## src/rtl/branch_ctrl_pkg.sv

```systemverilog
`default_nettype none
// ============================================================================
// branch_ctrl_pkg : funct3 codes, FSM states and taken-decode helpers
// Revision: 1.0
// ============================================================================
package branch_ctrl_pkg;

  localparam logic [2:0] FNC_BEQ  = 3'b000;
  localparam logic [2:0] FNC_BNE  = 3'b001;
  localparam logic [2:0] FNC_BLT  = 3'b100;
  localparam logic [2:0] FNC_BGE  = 3'b101;
  localparam logic [2:0] FNC_BLTU = 3'b110;
  localparam logic [2:0] FNC_BGEU = 3'b111;

  typedef enum logic [0:0] {
    BC_RUN   = 1'b0,
    BC_FLUSH = 1'b1
  } bc_state_e;

  // 010/011 are not conditional branches
  function automatic logic f3_is_branch(input logic [2:0] f3);
    return f3[2] | ~f3[1];
  endfunction

  function automatic logic br_taken(input logic [2:0] f3, input logic eq, input logic lt);
    logic t;
    case (f3)
      FNC_BEQ:            t = eq;
      FNC_BNE:            t = ~eq;
      FNC_BLT, FNC_BLTU:  t = lt;
      FNC_BGE, FNC_BGEU:  t = ~lt;
      default:            t = 1'b0;
    endcase
    return t;
  endfunction

endpackage
`default_nettype wire

```

## src/rtl/branch_bht.sv

```systemverilog
`default_nettype none
// ============================================================================
// branch_bht : table of 2-bit saturating counters, read-before-write
// Revision: 1.0
// ============================================================================
module branch_bht #(
  parameter int IDX_W = 6
) (
  input  logic             clk,
  input  logic             rst,
  input  logic [IDX_W-1:0] rd_idx,
  output logic             rd_taken,
  input  logic             upd_en,
  input  logic [IDX_W-1:0] upd_idx,
  input  logic             upd_taken
);

  localparam int ENTRIES = 1 << IDX_W;

  logic [1:0] tbl_q [ENTRIES];
  logic [1:0] tbl_d [ENTRIES];

  always_comb begin
    tbl_d = tbl_q;
    if (upd_en) begin
      if (upd_taken && (tbl_q[upd_idx] != 2'b11)) begin
        tbl_d[upd_idx] = tbl_q[upd_idx] + 2'd1;
      end else if (!upd_taken && (tbl_q[upd_idx] != 2'b00)) begin
        tbl_d[upd_idx] = tbl_q[upd_idx] - 2'd1;
      end
    end
  end

  // Read sees the registered value, so a same-index update is not bypassed
  assign rd_taken = tbl_q[rd_idx][1];

  always_ff @(posedge clk) begin
    if (rst) begin
      for (int i = 0; i < ENTRIES; i++) begin
        tbl_q[i] <= 2'b01;
      end
    end else begin
      tbl_q <= tbl_d;
    end
  end

endmodule
`default_nettype wire

```

## src/rtl/branch_ctrl.sv

```systemverilog
`default_nettype none
// ============================================================================
// branch_ctrl : EX-stage branch resolve, redirect/flush sequencing, counters.
// Optional predictor table compiled in with macro BRANCH_PRED_EN.
// Revision: 1.0
// ============================================================================
module branch_ctrl
  import branch_ctrl_pkg::*;
#(
  parameter int FLUSH_CYCLES = 2,
  parameter int BHT_IDX_W    = 6
) (
  input  logic        clk,
  input  logic        rst,
  input  logic        ex_valid,
  input  logic        ex_is_branch,
  input  logic        ex_is_jump,
  input  logic [2:0]  ex_funct3,
  input  logic [31:0] ex_pc,
  input  logic        ex_pred_taken,
  output logic        brun,
  input  logic        breq,
  input  logic        brlt,
  output logic        redirect,
  output logic        redirect_taken,
  output logic        flush,
  input  logic [31:0] if_pc,
  output logic        if_pred_taken,
  input  logic        cnt_clr,
  output logic [31:0] br_cnt,
  output logic [31:0] mispred_cnt
);

  bc_state_e   state_q, state_d;
  logic [3:0]  fl_cnt_q, fl_cnt_d;
  logic [31:0] br_cnt_q, br_cnt_d;
  logic [31:0] mispred_cnt_q, mispred_cnt_d;
  logic        taken, pred, bht_pred;
  logic        in_run, resolve, mispred, jump;

  assign brun  = ex_funct3[1];
  assign taken = br_taken(ex_funct3, breq, brlt);

`ifdef BRANCH_PRED_EN
  assign pred = ex_pred_taken;

  branch_bht #(
    .IDX_W (BHT_IDX_W)
  ) u_bht (
    .clk       (clk),
    .rst       (rst),
    .rd_idx    (if_pc[BHT_IDX_W+1:2]),
    .rd_taken  (bht_pred),
    .upd_en    (resolve),
    .upd_idx   (ex_pc[BHT_IDX_W+1:2]),
    .upd_taken (taken)
  );
`else
  // Static not-taken: every taken branch is a mispredict
  assign pred     = 1'b0;
  assign bht_pred = 1'b0;
`endif

  logic unused_bits;
  assign unused_bits = ^{ex_pc, if_pc, ex_pred_taken, (BHT_IDX_W > 0)};

  always_comb begin
    in_run         = (state_q == BC_RUN);
    resolve        = in_run && ex_valid && ex_is_branch && f3_is_branch(ex_funct3);
    mispred        = resolve && (taken != pred);
    jump           = in_run && ex_valid && ex_is_jump;
    redirect       = !rst && (mispred || jump);
    redirect_taken = jump || taken;
    flush          = !rst && (!in_run || mispred || jump);
    if_pred_taken  = !rst && bht_pred;

    state_d  = state_q;
    fl_cnt_d = fl_cnt_q;
    case (state_q)
      BC_RUN: begin
        if ((mispred || jump) && (FLUSH_CYCLES > 1)) begin
          state_d  = BC_FLUSH;
          fl_cnt_d = 4'(FLUSH_CYCLES - 1);
        end
      end
      BC_FLUSH: begin
        fl_cnt_d = fl_cnt_q - 4'd1;
        if (fl_cnt_q <= 4'd1) begin
          state_d = BC_RUN;
        end
      end
      default: state_d = BC_RUN;
    endcase

    // Clear wins over a same-cycle increment
    if (cnt_clr) begin
      br_cnt_d      = '0;
      mispred_cnt_d = '0;
    end else begin
      br_cnt_d      = br_cnt_q + {31'd0, resolve};
      mispred_cnt_d = mispred_cnt_q + {31'd0, mispred};
    end
  end

  always_ff @(posedge clk) begin
    if (rst) begin
      state_q       <= BC_RUN;
      fl_cnt_q      <= '0;
      br_cnt_q      <= '0;
      mispred_cnt_q <= '0;
    end else begin
      state_q       <= state_d;
      fl_cnt_q      <= fl_cnt_d;
      br_cnt_q      <= br_cnt_d;
      mispred_cnt_q <= mispred_cnt_d;
    end
  end

  assign br_cnt      = br_cnt_q;
  assign mispred_cnt = mispred_cnt_q;

endmodule
`default_nettype wire

```

## config.mk

```make
export PLATFORM = sky130hd
export DESIGN_NAME = branch_ctrl
export DESIGN_NICKNAME = d
export VERILOG_FILES = /design/src/rtl/branch_ctrl_pkg.sv /design/src/rtl/branch_bht.sv /design/src/rtl/branch_ctrl.sv
export SDC_FILE = /design/constraint.sdc
export NUM_CORES = 1
export LEC_CHECK = 0
export ABC_AREA = 1
export ABC_CLOCK_PERIOD_IN_PS = 3700
export CAP_MARGIN = 20
export CELL_PAD_IN_SITES_DETAIL_PLACEMENT = 0
export CELL_PAD_IN_SITES_GLOBAL_PLACEMENT = 2
export CORE_UTILIZATION = 24
export CTS_CLUSTER_SIZE = 16
export DETAILED_ROUTE_END_ITERATION = 10
export GPL_TIMING_DRIVEN = 0
export PLACE_DENSITY_LB_ADDON = 0.12
export RECOVER_POWER = 25
export SYNTH_ARGS = -nofsm -noshare
export SYNTH_HDL_FRONTEND = slang
export SYNTH_SLANG_ARGS = --single-unit
```

## constraint.sdc

```tcl
create_clock -name clk -period 3.7 [get_ports clk]
set_input_delay 0.74 -clock clk [delete_from_list [all_inputs] [get_ports clk]]
set_output_delay 0.74 -clock clk [all_outputs]
set_load 0.1 [all_outputs]
```

==> qor.yml <==
run_status:
  status: "finished, final reports clean"
floorplanning:
  initial_core_util: 0.2472
  io_pins: 145
  fp-row-count: 45
  die_area_um2: 16220
  die_h_um: 127.4
  die_width_um: 127.4
  coreArea_um2: 15260
final_layout:
  area_delta_synth_final_pct: 34.11
  fill_cells: 1716
  seqCellArea_um2: 1381
  finish.instance_area_um2: 5057
  layout-drive-gt1-share: 0.05457
  final_net_count: 756
  diodes: 0
  multi_input_area_um2: 2115
sta:
  worstMarginPinSlew_ns: 0.9830
  finClkSkew_ns: 0.01111
  min_period_over_period: 0.9280
  rsz0062_at_grt: "no"
  slew_violations: 0
  relSlewSlack: 0.3425
  clock.fmax_mhz: 291.2
  period_needed_ns: 3.433
  setup_viol: 0
  hold-worst-slack_ns: 0.4727
  finalHoldViolations: 0
synthesis:
  synth.distinct_cells: 30
  synth-edff-count: 0
  synthesis.area_um2: 3771
  synth-main-ff-cell: "dfxtp_1"
  synth_cells: 584
  synth-seq-cells: 69
  yosys.area.top_type: "dfxtp_1"
  synth.area.top_cells: "dfxtp_1 37%, nand2_1 18%, nor2_1 12%"
  synthTopCellsByCount: "177 x nand2_1, 118 x nor2_1, 69 x dfxtp_1"
  syn-num-nets: 667
  syn_area_per_cell_um2: 6.457
  synth_most_common_cell: "nand2_1"
  synthArstFlopShare: 0
  ys_seq_area_frac: 0.3663
  synth_top_area_frac: 0.3663
  ys_warn_count: 0
detailed_routing:
  via_per_inst: 4.327
  drc: 0
  drt_iter0_markers: 132
  avgRoutedWirePerCell_um: 14.03
  num_vias: 3847
  final_antenna_net_count: 0
  drtPass1Iterations: 4
  drt-total-wl_um: 12470
setup_path:
  arrival_ns: 2.69
  crit_type: "primary input to primary output"
  crit_chain: "clkdlybuf4s50_1 > nor2_1 > nor2_1 > nor2_1 > a21boi_2 > nor2_1 > dlygate4sd2_1"
  end_kind: "primary output"
  path_max_fanout: 4
  crit_required_ns: 2.96
  crit_slowest_cell: "dlygate4sd2_1"
  worst_setup_path_start_kind: "primary input"
  critPathMostFrequentCell: "nor2_1"
  cp_slowest_stage_delay_ns: 0.86
placement:
  hpwl_um: 9884
  place_area_um2: 4816
  portBuffers: 78
  place.gp.congestion: 0.8166
clock_network:
  clock_path_buffers: 2
  insertion_delay_ns: 0.34
  cts.sinks: 69
  cts_tree: "yes"
  cts_htree_levels: 3
  cts_buffers: 9
  clk_pin_slew_ns: 0.05
  cts_setup_buffers: 0
  cts_root_buf: "clkbuf_16"
power:
  p_total_mw: 1.676
  power.density_nw_per_um2: 331.3
  total_leakage_power_nw: 1.606
  peakVddDrop_mv: 0.1924
grt:
  grt_first_pass_wirelength_um: 19750
  antenna_found_initial: 0
  grt_max_degree: 12
  grt_overflow_total: 0
  grt_pass1_vias: 3691
  grt_use_total: 0.1619
hold_path:
  min_path_type: "flop to flop"
job:
  drv_cap: 0
## cell families (layout without fill, tap and decap cells)
group,after synthesis,count (layout),synth area share
simple gates,368,368,0.4290
fa+ha+maj,7,7,0.02322
xor+xnor,11,11,0.02555
compound gates,63,63,0.08792
buf+inv,65,159,0.06702
flops,69,69,0.3663
other cells,1,1,0.0009944
## placed cells by master, fill, tap and decap left out, types with 2 or more instances in the layout
| cell | n |
|---|---|
| xnor2_1 | 6 |
| dfxtp_1 | 69 |
| dlygate4sd3_1 | 12 |
| nor3_1 | 5 |
| nand2_1 | 179 |
| clkbuf_16 | 9 |
| clkdlybuf4s50_1 | 64 |
| xor2_1 | 5 |
| nand2_4 | 2 |
| nand3b_1 | 24 |
| ha_1 | 7 |
| o21ai_0 | 13 |
| clkbuf_1 | 7 |
| buf_4 | 2 |
| nand4_1 | 4 |
| a31oi_1 | 2 |
| inv_1 | 56 |
| o21a_1 | 2 |
| nor2_2 | 6 |
| clkinv_2 | 3 |
| nor2_4 | 5 |
| nand2_2 | 2 |
| nand3_1 | 16 |
| a21oi_1 | 44 |
| nor2_1 | 121 |
## path summary, 6_finish.rpt
| kind | startpoint | to | slack (ns) | cells after the start |
|---|---|---|---|---|
| max | ex_funct3[2] | redirect | 0.27 | 7 |
| min reg2reg | mispred_cnt[31] | mispred_cnt[31] | 0.47 | 2 |
| min | mispred_cnt[31] | mispred_cnt[31] | 0.47 | 2 |
| max reg2reg | state_q | mispred_cnt[18] | 1.16 | 14 |
## layer usage
metal,wire [um],vias up,track usage
met5,0,-,0
met2,5569,53,0.2543
met4,187,0,0.06092
li1,-,2016,-
met3,337,13,0.02596
met1,6378,1765,0.2223
## flip-flops by register name, indices dropped and copies added, names as in the netlist
signal       flops
br_cnt          32
mispred_cnt     32
fl_cnt_q         4
state_q          1
## what timing repair did
action / 4_1_cts / 5_1_grt
pin swaps: 0 / 0
setup endpoints to repair: 2 / 1
resized for setup: 2 / 2
hold buffers: 0 / 0
## final cells by class
type / count / share of cell area
Multi-Input combinational cell: 450 / 0.4181
Sequential cell: 69 / 0.2731
Timing Repair Buffer: 78 / 0.1531
Tap cell: 211 / 0.05220
Clock buffer: 12 / 0.04874
Inverter: 57 / 0.04231
Buffer: 8 / 0.007669
Clock inverter: 4 / 0.004701
## report_power, final
part | internal (mW) | leakage, nW | total (mW) | switching, mW
clock | 0.470 | 0.136 | 0.808 | 0.338
combinational | 0.0328 | 0.913 | 0.114 | 0.0809
sequential | 0.749 | 0.556 | 0.754 | 0.00446
## worst max-delay path, delay by kind of cell
kind,cells,cell delay [ns]
buf+inv,2,1.31
simple gates,4,0.52
compound gates,1,0.13
## stage by stage
step                setup TNS [ns]  setup slack, ns    util  instances
floorplan                        0           0.5128       -        584
global placement           -0.1627          -0.1156  0.3156        873
CTS                              0           0.1553  0.3332        889
detailed placement         -0.1713          -0.1181  0.3156        873
global route                     0          0.06022  0.3314        889
finish                           0           0.2665  0.3314        889
(Power assumes the default switching activity.)
